[src/rtl/park_pkg.sv]
// Shared types and default timing constants for the park gate front end.
package park_pkg;

    typedef enum logic [2:0] {
        IDLE,
        DEBOUNCE,
        CHECK,
        OPEN,
        REPORT,
        HOLD,
        DENIED
    } lane_state_t;

    localparam int DEFAULT_DEBOUNCE_CYCLES = 4;
    localparam int DEFAULT_OPEN_CYCLES     = 16;

endpackage

[src/rtl/park_gate_lane.sv]
// One barrier lane: sensor synchronisers, loop debounce, optional vacancy check,
// barrier timing and a single completion pulse per car.
module park_gate_lane
    import park_pkg::*;
#(
    parameter int DEBOUNCE_CYCLES = DEFAULT_DEBOUNCE_CYCLES,
    parameter int OPEN_CYCLES     = DEFAULT_OPEN_CYCLES,
    parameter bit HAS_CHECK       = 1'b1
) (
    input  logic        clk,
    input  logic        rst,
    input  logic        sensor_raw,
    input  logic        is_uni_raw,
    input  logic        pass_raw,
    input  logic        uni_vacant,
    input  logic        gen_vacant,
    input  logic        stall,
    output lane_state_t state,
    output logic        car_pulse,
    output logic        is_uni
);

    localparam int DBW = $clog2(DEBOUNCE_CYCLES) + 1;
    localparam int OTW = $clog2(OPEN_CYCLES) + 1;
    localparam logic [DBW-1:0] DB_LAST = DBW'(DEBOUNCE_CYCLES - 1);
    localparam logic [DBW-1:0] DB_MAX  = DBW'(DEBOUNCE_CYCLES);
    localparam logic [OTW-1:0] OT_LAST = OTW'(OPEN_CYCLES - 1);
    localparam logic [OTW-1:0] OT_MAX  = OTW'(OPEN_CYCLES);

    lane_state_t    state_q, state_d;
    logic           sens_s1_q, sens_s1_d, sens_s2_q, sens_s2_d;
    logic           pass_s1_q, pass_s1_d, pass_s2_q, pass_s2_d, pass_s3_q, pass_s3_d;
    logic [DBW-1:0] db_cnt_q, db_cnt_d;
    logic [OTW-1:0] open_tmr_q, open_tmr_d;
    logic           uni_latch_q, uni_latch_d;
    logic           is_uni_q, is_uni_d;
    logic           pass_rise;
    logic           vacant;

    always_ff @(posedge clk) begin
        if (rst) begin
            state_q     <= IDLE;
            sens_s1_q   <= 1'b0;
            sens_s2_q   <= 1'b0;
            pass_s1_q   <= 1'b0;
            pass_s2_q   <= 1'b0;
            pass_s3_q   <= 1'b0;
            db_cnt_q    <= '0;
            open_tmr_q  <= '0;
            uni_latch_q <= 1'b0;
            is_uni_q    <= 1'b0;
        end else begin
            state_q     <= state_d;
            sens_s1_q   <= sens_s1_d;
            sens_s2_q   <= sens_s2_d;
            pass_s1_q   <= pass_s1_d;
            pass_s2_q   <= pass_s2_d;
            pass_s3_q   <= pass_s3_d;
            db_cnt_q    <= db_cnt_d;
            open_tmr_q  <= open_tmr_d;
            uni_latch_q <= uni_latch_d;
            is_uni_q    <= is_uni_d;
        end
    end

    always_comb begin
        sens_s1_d   = sensor_raw;
        sens_s2_d   = sens_s1_q;
        pass_s1_d   = pass_raw;
        pass_s2_d   = pass_s1_q;
        pass_s3_d   = pass_s2_q;
        state_d     = state_q;
        db_cnt_d    = db_cnt_q;
        open_tmr_d  = open_tmr_q;
        uni_latch_d = uni_latch_q;
        is_uni_d    = is_uni_q;
        pass_rise   = pass_s2_q & ~pass_s3_q;
        vacant      = uni_latch_q ? uni_vacant : gen_vacant;

        case (state_q)
            IDLE: begin
                if (sens_s2_q) begin
                    state_d  = DEBOUNCE;
                    db_cnt_d = DBW'(1);
                end
            end
            DEBOUNCE: begin
                if (!sens_s2_q) begin
                    state_d = IDLE;
                end else begin
                    if (db_cnt_q != DB_MAX) begin
                        db_cnt_d = db_cnt_q + DBW'(1);
                    end
                    // The badge is captured once here; later badge changes never reach the outputs.
                    if (db_cnt_q == DB_LAST) begin
                        uni_latch_d = is_uni_raw;
                        if (HAS_CHECK) begin
                            state_d = CHECK;
                        end else begin
                            state_d    = OPEN;
                            open_tmr_d = '0;
                            is_uni_d   = is_uni_raw;
                        end
                    end
                end
            end
            CHECK: begin
                if (vacant) begin
                    state_d    = OPEN;
                    open_tmr_d = '0;
                    is_uni_d   = uni_latch_q;
                end else begin
                    state_d = DENIED;
                end
            end
            OPEN: begin
                if (pass_rise) begin
                    state_d = REPORT;
                end else if (open_tmr_q == OT_LAST) begin
                    state_d = HOLD;
                end else if (open_tmr_q != OT_MAX) begin
                    open_tmr_d = open_tmr_q + OTW'(1);
                end
            end
            REPORT: begin
                if (!stall) begin
                    state_d = HOLD;
                end
            end
            HOLD, DENIED: begin
                if (!sens_s2_q) begin
                    state_d = IDLE;
                end
            end
            default: state_d = IDLE;
        endcase
    end

    always_comb begin
        state     = state_q;
        car_pulse = (state_q == REPORT) && !stall;
        is_uni    = is_uni_q;
    end

endmodule

[src/rtl/park_gate_ctrl.sv]
// Park gate front end: entry lane (with vacancy check) and exit lane, with the
// exit lane winning when both lanes want to report a car in the same cycle.
module park_gate_ctrl
    import park_pkg::*;
#(
    parameter int DEBOUNCE_CYCLES = DEFAULT_DEBOUNCE_CYCLES,
    parameter int OPEN_CYCLES     = DEFAULT_OPEN_CYCLES
) (
    input  logic clk,
    input  logic rst,
    input  logic entry_sensor,
    input  logic entry_is_uni,
    input  logic entry_pass,
    input  logic exit_sensor,
    input  logic exit_is_uni,
    input  logic exit_pass,
    input  logic uni_is_vacated_space,
    input  logic is_vacated_space,
    output logic car_entered,
    output logic is_uni_car_entered,
    output logic car_exited,
    output logic is_uni_car_exited,
    output logic entry_gate_open,
    output logic exit_gate_open,
    output logic entry_denied
);

    lane_state_t entry_state;
    lane_state_t exit_state;
    logic        entry_stall;

    assign entry_stall = (exit_state == REPORT);

    park_gate_lane #(
        .DEBOUNCE_CYCLES (DEBOUNCE_CYCLES),
        .OPEN_CYCLES     (OPEN_CYCLES),
        .HAS_CHECK       (1'b1)
    ) u_entry_lane (
        .clk        (clk),
        .rst        (rst),
        .sensor_raw (entry_sensor),
        .is_uni_raw (entry_is_uni),
        .pass_raw   (entry_pass),
        .uni_vacant (uni_is_vacated_space),
        .gen_vacant (is_vacated_space),
        .stall      (entry_stall),
        .state      (entry_state),
        .car_pulse  (car_entered),
        .is_uni     (is_uni_car_entered)
    );

    // Exits never wait on vacancy, so the check inputs are tied and the lane never stalls.
    park_gate_lane #(
        .DEBOUNCE_CYCLES (DEBOUNCE_CYCLES),
        .OPEN_CYCLES     (OPEN_CYCLES),
        .HAS_CHECK       (1'b0)
    ) u_exit_lane (
        .clk        (clk),
        .rst        (rst),
        .sensor_raw (exit_sensor),
        .is_uni_raw (exit_is_uni),
        .pass_raw   (exit_pass),
        .uni_vacant (1'b1),
        .gen_vacant (1'b1),
        .stall      (1'b0),
        .state      (exit_state),
        .car_pulse  (car_exited),
        .is_uni     (is_uni_car_exited)
    );

    always_comb begin
        entry_gate_open = (entry_state == OPEN);
        exit_gate_open  = (exit_state == OPEN);
        entry_denied    = (entry_state == DENIED);
    end

endmodule

[config.mk]
export PLATFORM = sky130hd
export DESIGN_NAME = park_gate_ctrl
export DESIGN_NICKNAME = d
export VERILOG_FILES = /design/src/rtl/park_pkg.sv /design/src/rtl/park_gate_lane.sv /design/src/rtl/park_gate_ctrl.sv
export SDC_FILE = /design/constraint.sdc
export NUM_CORES = 1
export LEC_CHECK = 0
export ABC_AREA = 1
export BUFFER_PORTS_ARGS = -buffer_cell sky130_fd_sc_hd__buf_4
export CAP_MARGIN = 10
export CORE_MARGIN = 10
export CORE_UTILIZATION = 53
export CTS_CLUSTER_SIZE = 30
export DETAILED_ROUTE_END_ITERATION = 10
export MAX_ROUTING_LAYER = met4
export PLACE_DENSITY = 0.8
export REMOVE_ABC_BUFFERS = 1
export SETUP_SLACK_MARGIN = 0.3
export SYNTH_ARGS = -nofsm -noshare
export SYNTH_HDL_FRONTEND = slang
export SYNTH_SLANG_ARGS = --single-unit
export TNS_END_PERCENT = 5
[constraint.sdc]
create_clock -name clk -period 1.5 [get_ports clk]
set_input_delay 0.3 -clock clk [delete_from_list [all_inputs] [get_ports clk]]
set_output_delay 0.3 -clock clk [all_outputs]
set_load 0.02 [all_outputs]
Yosys cells after proc, flatten, opt, wreduce, memory -nomap -nowiden
Cells that the tools add are included.
- output and inout bits: 7
- input bits: 10
- register bits: 36
- reduce and logical (&&, ||, !) cells: 21
- bitwise logic cells: 4
- equal/unequal tests: 41
- mux-type cells: 37
- add/sub/neg operators: 4
- operators by type and width (cell ; count):
    2-to-1 mux 3 bit ; 18
    2-to-1 mux 5 bit ; 9
    one-hot mux 3 bit (6 select lines) ; 2
    inequality test 2 x 1 -> 1 bit (second input constant) ; 10
    equality test 3 x 2 -> 1 bit (second input constant) ; 6
    equality test 3 bit (second input constant) ; 6
    one-hot mux 5 bit (3 select lines) ; 1
    inequality test 2 bit (second input constant) ; 7
    inequality test 3 bit (second input constant) ; 4
    one-hot mux 3 bit (2 select lines) ; 2
    AND reduction 4 bit ; 3
    adder 5 x 1 -> 5 bit (second input constant) ; 2
    equality test 5 x 4 -> 1 bit (second input constant) ; 2
    inequality test 5 bit (second input constant) ; 2
    one-hot mux 5 bit (2 select lines) ; 1
    AND reduction 5 bit ; 2
    AND reduction 3 bit ; 3
    nonzero test 2 bit ; 4
    adder 3 x 1 -> 3 bit (second input constant) ; 2
    equality test 3 x 1 -> 1 bit (second input constant) ; 2
    zero test 3 bit ; 2
    inequality test 3 x 1 -> 1 bit (second input constant) ; 2
    AND reduction 6 bit ; 1
    OR reduction 2 bit ; 2
    8 further kinds ; 12

Logic depth before layout (Yosys ltp)
- word-level depth: 5
- gate-level depth with buffers: 13

Modules after synthesis
From an unflattened synthesis, not the netlist that was laid out.
- cells, all modules: 355
- area total of the unflattened synthesis: 2173.3 um2
- modules (own cells, without submodules) (module ; times used ; cells an instance ; area an instance (um2)):
    park_gate_lane (u_exit_lane) ; 1 ; 184 ; 1109.8
    park_gate_lane (u_entry_lane) ; 1 ; 160 ; 1022.2
    park_gate_ctrl ; 1 ; 11 ; 41.3

Worst setup path before layout
OpenSTA, ideal clock, no wires.
- kind: register to register
- start point: register u_exit_lane.open_tmr_q[0]
- end point: register u_exit_lane.open_tmr_q[0]
- data required time: 1384 ps
- cell stages (with the launch flop): 14
- path buffers: 0
- library setup time: 116 ps
- arrival time: 1340 ps
- path slack: 45 ps
- cell sequence: dfxtp_1 > ha_1 > nand2_1 > nor2_1 > ha_1 > inv_1 > nand2_1 > inv_1 > nand2_1 > nand2_1 > nand2_2 > inv_1 > nor2_1 > nor2_1
- longest elaborated chain between the ends: 5
- elaborated cells between the ends (all ways): 10
- RTL lines (element ; RTL line ; text):
    from (decl) ; park_gate_lane.sv:34 ; logic [OTW-1:0] open_tmr_q, open_tmr_d;
    from (signal assigned) ; park_gate_lane.sv:60 ; open_tmr_q <= open_tmr_d;
    adder 5 x 1 -> 5 bit ; park_gate_lane.sv:122 ; open_tmr_d = open_tmr_q + OTW'(1);
    2-to-1 mux 5 bit ; park_gate_lane.sv:121 ; end else if (open_tmr_q != OT_MAX) begin
    2-to-1 mux 5 bit ; park_gate_lane.sv:119 ; end else if (open_tmr_q == OT_LAST) begin
    2-to-1 mux 5 bit ; park_gate_lane.sv:117 ; if (pass_rise) begin
    one-hot mux 5 bit (3 select lines) ; park_gate_lane.sv:80 ; case (state_q)
Several ways; a longest one is shown, not always the timed one. The select of a mux whose other input is x is not followed.
A chain may end at the register's enable or synchronous reset.

Worst setup path after layout
- start point: register u_exit_lane.open_tmr_q[0]
- end point: register u_exit_lane.state_q[0], in the netlist u_exit_lane.state[0]
- longest elaborated chain between the ends: 3
- RTL lines (element ; RTL line ; text):
    equality test 5 x 4 -> 1 bit ; park_gate_lane.sv:119 ;
    inequality test 3 x 1 -> 1 bit (no source line) ; - ;
    AND reduction 4 bit (no source line) ; - ;
    to (signal assigned) ; park_gate_lane.sv:53 ; state_q <= state_d;
    to (decl) ; park_gate_lane.sv:30 ; lane_state_t state_q, state_d;
No other way between the ends.

==> results_tabular.tex <==
\begin{tabular}{lr}
\hline
Metric & Value \\
\hline
\multicolumn{2}{l}{\textbf{Status}} \\
\quad Outcome & finished, violations left \\
\quad Violated checks & setup timing \\
\multicolumn{2}{l}{\textbf{Floorplanning}} \\
\quad Total Die Area & 6740 um\^{}2 \\
\quad Chip Height & 82.1 um \\
\quad Placeable Area & 3690 um\^{}2 \\
\quad I/O pins & 17 \\
\quad Row Count & 22 \\
\quad Die Span X & 82.1 um \\
\quad Initial core utilization & 0.554 \\
\multicolumn{2}{l}{\textbf{Placed design}} \\
\quad Total half-perimeter wirelength after legalization and detailed placement & 3.11 mm \\
\quad Number of buffers added on ports & 16 \\
\quad Post-DP Area & 2300 um\^{}2 \\
\quad Final estimated routing congestion in global placement & 0.849 \\
\quad Total placed cells including tap cells & 376 \\
\multicolumn{2}{l}{\textbf{Final layout}} \\
\quad Finished Core Util & 0.706 \\
\quad Area of all sequential standard cells & 738 um\^{}2 \\
\quad Signed area change from the synthesized netlist to the final layout & 27.5\% \\
\quad Final non-filler cell total & 390 \\
\quad Area occupied by multi-input gates & 1200 um\^{}2 \\
\quad Count of inserted antenna diode cells & 0 \\
\quad Fill count & 307 \\
\quad Fraction of final layout cells sized beyond drive strength 1 & 0.298 \\
\quad Final non-filler cell area & 2610 um\^{}2 \\
\quad \# nets final & 363 \\
\multicolumn{2}{l}{\textbf{Routing}} \\
\quad Vias per cell & 4.96 \\
\quad Number of DRC violations after detailed routing & 0 \\
\quad Drt initial violations & 81 \\
\quad Number of detailed-routing iterations run before antenna repair & 4 \\
\quad Number of vias after detailed routing & 1,933 \\
\quad Average wire per standard cell & 11.5 um \\
\quad Post-route ant nets & 0 \\
\quad Detailed-route wire length & 4.47 mm \\
\multicolumn{2}{l}{\textbf{CTS}} \\
\quad Buffer levels on the longest clock path & 2 \\
\quad Total clock buffers created by CTS & 5 \\
\quad Insertion delay to the later sink of the worst-skew pair & 0.29 ns \\
\quad Hold Buf Count CTS & 0 \\
\quad Max H-tree Level & 2 \\
\quad Total number of clock tree sinks & 36 \\
\quad CTS root buf & sky130\_fd\_sc\_hd\_\_clkbuf\_8 \\
\quad TritonCTS clock tree & built \\
\quad Register clock-pin slew on the reported worst setup and hold paths & 0.07 ns \\
\multicolumn{2}{l}{\textbf{STA}} \\
\quad Transition time at the pin with the least slew margin & 0.511 ns \\
\quad Final-report setup violation count & 1 \\
\quad Tightest slew margin relative to the limit & 0.659 \\
\quad RSZ-0062 raised after global routing & true \\
\quad Minimum clock period & 1.53 ns \\
\quad Sum Neg Setup Slack & -0.0319 ns \\
\quad Final Hold Vio Count & 0 \\
\quad Final period utilization & 1.02 \\
\quad Smallest setup slack after layout & -0.0319 ns \\
\quad Maximum achievable frequency & 0.653 GHz \\
\quad Hold Worst Slack & 0.211 ns \\
\quad Maximum clock skew at final layout & 0.00324 ns \\
\quad Max-slew violation count & 0 \\
\multicolumn{2}{l}{\textbf{Setup path}} \\
\quad Startpoint of the worst-slack reg-to-reg timing path & u\_exit\_lane.open\_tmr\_q[0] \\
\quad Arrival time reported for the critical path endpoint & 1.76 ns \\
\quad Nature of the critical path endpoint & flip-flop \\
\quad Worst Path Class, Setup & flip-flop to flip-flop \\
\quad Critical path fanouts, max & 4 \\
\quad Nature of the critical path startpoint & flip-flop \\
\quad Worst setup slack for register-to-register paths & -0.03 ns \\
\quad Worst Reg2Reg Path Length in Cells & 12 \\
\quad CP Data Required Time & 1.73 ns \\
\quad R2R Path End & u\_exit\_lane.state[0] \\
\multicolumn{2}{l}{\textbf{Synth}} \\
\quad Distinct cell type count of the synthesized netlist & 29 \\
\quad Number of synthesized register bits & 36 \\
\quad YS warnings & 0 \\
\quad Number of instances in the synthesized netlist & 304 \\
\quad Top area cells in the synthesized netlist & sky130\_fd\_sc\_hd\_\_dfxtp\_1 35\%, sky130\_fd\_sc\_hd\_\_nand2\_1 12\%, sky130\_fd\_sc\_hd\_\_nor2\_1 11\% \\
\quad Cell area after synthesis & 2040 um\^{}2 \\
\quad Share of the synthesized area in the top cell type & 0.353 \\
\quad Most area-hungry cell type in the Yosys netlist & sky130\_fd\_sc\_hd\_\_dfxtp\_1 \\
\quad Mean post-synth cell area & 6.72 um\^{}2 \\
\quad Proportion of synthesized chip area in sequential cells & 0.353 \\
\multicolumn{2}{l}{\textbf{GRT}} \\
\quad Aggregate global-route resource usage & 0.146 \\
\quad Maximum number of pins on one net before global-route repair & 21 \\
\quad Overall overflow remaining after global route & 0 \\
\quad Initial antenna violation count & 0 \\
\quad Number of global-route vias before repair & 1,839 \\
\quad Global-route wire length before repair & 7.63 mm \\
\multicolumn{2}{l}{\textbf{Power and ir drop}} \\
\quad Flop pwr share & 0.359 \\
\quad Internal Dissipation & 2140 uW \\
\quad Power density normalized to cell area & 1260 nW/um\^{}2 \\
\quad Leak pwr & 0.00115 uW \\
\quad IR drop worst, VDD & 1.02 mV \\
\quad Share of total power in the clock network & 0.286 \\
\quad Switching power & 1150 uW \\
\quad Switching share of power & 0.349 \\
\quad Fraction of power consumed by combinational cells & 0.356 \\
\multicolumn{2}{l}{\textbf{Min path}} \\
\quad Launch instance of the worst min-delay path & exit\_sensor \\
\quad Worst hold path type & input port to flip-flop \\
\quad Number of cells traversed by the worst hold path & 3 \\
\quad End point of the worst hold path & u\_exit\_lane.sens\_s1\_q \\
\multicolumn{2}{l}{\textbf{Flow run}} \\
\quad Max-cap check violation count & 0 \\
\hline
\end{tabular}
==> layer usage <==
layer | part of all wire | up-vias | GRT usage | wire length [um]
met5 | 0 | - | - | 0
met4 | 0.018 | 0 | 0.0595 | 82
met3 | 0.042 | 10 | 0.0443 | 189
met2 | 0.51 | 35 | 0.246 | 2270
met1 | 0.43 | 870 | 0.157 | 1920
li1 | - | 1018 | - | -
==> critical path, cell delays in order (launching register included) <==
cell and delay [ns]:
sky130_fd_sc_hd__dfxtp_2 0.36, sky130_fd_sc_hd__ha_4 0.14, sky130_fd_sc_hd__nand2_2 0.05, sky130_fd_sc_hd__nor2_2 0.08, sky130_fd_sc_hd__ha_2 0.17, sky130_fd_sc_hd__inv_2 0.04
sky130_fd_sc_hd__nand2_2 0.07, sky130_fd_sc_hd__nor2_1 0.05, sky130_fd_sc_hd__nor2_1 0.15, sky130_fd_sc_hd__nand2_2 0.11, sky130_fd_sc_hd__nand2_1 0.08, sky130_fd_sc_hd__nand2_1 0.06
sky130_fd_sc_hd__nor2_1 0.12
==> registers in the layout (all words and copies together), names as in the netlist <==
| signal | flops |
|---|---|
| u_entry_lane.state | 3 |
| u_entry_lane.open_tmr_q | 5 |
| u_entry_lane.sens_s1_q | 1 |
| u_exit_lane.open_tmr_q | 5 |
| u_exit_lane.db_cnt_q | 3 |
| u_exit_lane.pass_s3_q | 1 |
| u_exit_lane.is_uni | 1 |
| u_entry_lane.pass_s2_q | 1 |
| u_exit_lane.sens_s2_q | 1 |
| u_exit_lane.sens_s1_q | 1 |
| u_exit_lane.uni_latch_q | 1 |
| u_entry_lane.db_cnt_q | 3 |
| u_exit_lane.pass_s1_q | 1 |
| u_exit_lane.state | 3 |
| u_entry_lane.sens_s2_q | 1 |
| u_entry_lane.pass_s3_q | 1 |
| u_entry_lane.uni_latch_q | 1 |
| u_exit_lane.pass_s2_q | 1 |
| u_entry_lane.pass_s1_q | 1 |
| u_entry_lane.is_uni | 1 |
==> cells by family (layout without fill, tap and decap cells) <==
| kind of cell | Yosys count | after routing | synth area share |
|---|---|---|---|
| adder cells (fa/ha/maj) | 12 | 12 | 0.0735 |
| AND/OR/NAND/NOR | 167 | 167 | 0.374 |
| buffers and inverters | 56 | 94 | 0.113 |
| AO/OA/AOI/OAI | 31 | 31 | 0.0784 |
| XOR/XNOR | 2 | 2 | 0.00857 |
| flip-flops | 36 | 36 | 0.353 |
==> placed cells by master, fill, tap and decap left out <==
cell type	n
sky130_fd_sc_hd__a21oi_1	14
sky130_fd_sc_hd__a21oi_2	2
sky130_fd_sc_hd__and3_1	1
sky130_fd_sc_hd__buf_12	1
sky130_fd_sc_hd__buf_4	33
sky130_fd_sc_hd__buf_6	2
sky130_fd_sc_hd__bufinv_16	1
sky130_fd_sc_hd__clkbuf_8	7
sky130_fd_sc_hd__dfxtp_1	26
sky130_fd_sc_hd__dfxtp_2	8
sky130_fd_sc_hd__dfxtp_4	2
sky130_fd_sc_hd__ha_1	8
sky130_fd_sc_hd__ha_2	2
sky130_fd_sc_hd__ha_4	2
sky130_fd_sc_hd__inv_1	40
sky130_fd_sc_hd__inv_2	8
sky130_fd_sc_hd__inv_4	2
sky130_fd_sc_hd__nand2_1	57
sky130_fd_sc_hd__nand2_2	9
sky130_fd_sc_hd__nand2_4	3
sky130_fd_sc_hd__nand3_1	20
sky130_fd_sc_hd__nand3_2	2
sky130_fd_sc_hd__nand3_4	3
sky130_fd_sc_hd__nand3b_1	3
sky130_fd_sc_hd__nand4_1	2
sky130_fd_sc_hd__nor2_1	52
sky130_fd_sc_hd__nor2_2	9
sky130_fd_sc_hd__nor2_4	3
sky130_fd_sc_hd__nor3_1	1
sky130_fd_sc_hd__nor3_2	1
sky130_fd_sc_hd__nor3b_1	1
sky130_fd_sc_hd__o21ai_0	9
sky130_fd_sc_hd__o21ai_1	4
sky130_fd_sc_hd__o21ai_2	1
sky130_fd_sc_hd__o22ai_2	1
sky130_fd_sc_hd__xor2_1	2
==> area by class of cell <==
cell class                      instances  area share
Multi-Input combinational cell        212       0.460
Clock buffer                            7      0.0370
Tap cell                               48      0.0231
Inverter                               50      0.0740
Timing Repair Buffer                   36       0.111
Clock inverter                          1      0.0115
Sequential cell                        36       0.283
==> power groups by stage <==
stage               sequential [uW]  combinational [uW]  clock [uW]
global route                   1190                1310        1010
CTS                            1160                1130         962
detailed placement             1170                1010           0
finish                         1180                1170         940
floorplan                      1210                 640           0
global placement               1160                 985           0
==> how the worst max path moves through the flow <==
stage | start | cells past startpoint | endpoint
global route | u_exit_lane.open_tmr_q[0] | 12 | u_exit_lane.state[0]
CTS | u_exit_lane.open_tmr_q[1] | 13 | u_exit_lane.open_tmr_q[3]
detailed placement | u_exit_lane.open_tmr_q[0] | 12 | u_exit_lane.open_tmr_q[3]
floorplan | u_exit_lane.open_tmr_q[0] | 13 | u_exit_lane.open_tmr_q[0]
global placement | u_exit_lane.open_tmr_q[0] | 12 | u_exit_lane.open_tmr_q[3]
finish | u_exit_lane.open_tmr_q[0] | 12 | u_exit_lane.state[0]
==> through the flow <==
stage / power [uW] / setup slack, ns
CTS: 3250 / 0.0109
global route: 3520 / -0.184
detailed placement: 2180 / -0.0758
global placement: 2150 / 0.00145
floorplan: 1850 / 0.0446
finish: 3290 / -0.0319
==> Yosys cell counts <==
library cell and n:
sky130_fd_sc_hd__nand2_1 66, sky130_fd_sc_hd__nor2_1 58, sky130_fd_sc_hd__inv_1 46, sky130_fd_sc_hd__dfxtp_1 36, sky130_fd_sc_hd__nand3_1 21, sky130_fd_sc_hd__a21oi_1 16, sky130_fd_sc_hd__ha_1 12, sky130_fd_sc_hd__o21ai_0 12
sky130_fd_sc_hd__nor2_2 4, sky130_fd_sc_hd__inv_2 3, sky130_fd_sc_hd__nand3_4 3, sky130_fd_sc_hd__nand3b_1 3, sky130_fd_sc_hd__buf_6 2, sky130_fd_sc_hd__clkbuf_1 2, sky130_fd_sc_hd__nand2_2 2, sky130_fd_sc_hd__nand4_1 2
sky130_fd_sc_hd__nor2_4 2, sky130_fd_sc_hd__nor3_1 2, sky130_fd_sc_hd__xor2_1 2, sky130_fd_sc_hd__and3_1 1, sky130_fd_sc_hd__buf_1 1, sky130_fd_sc_hd__buf_4 1, sky130_fd_sc_hd__inv_4 1, sky130_fd_sc_hd__nand2_4 1
sky130_fd_sc_hd__nand3_2 1, sky130_fd_sc_hd__nor3b_1 1, sky130_fd_sc_hd__o21ai_1 1, sky130_fd_sc_hd__o21ai_2 1, sky130_fd_sc_hd__o22ai_1 1
==> what timing repair did <==
item / 4_1_cts / 5_1_grt
setup buffers: 6 / 0
endpoints found under the hold margin: 0 / 0
resized for setup: 33 / 20
pin swaps: 12 / 14
endpoints found under the setup margin: 30 / 31
No activity file was read; power rests on OpenSTA's default activity.
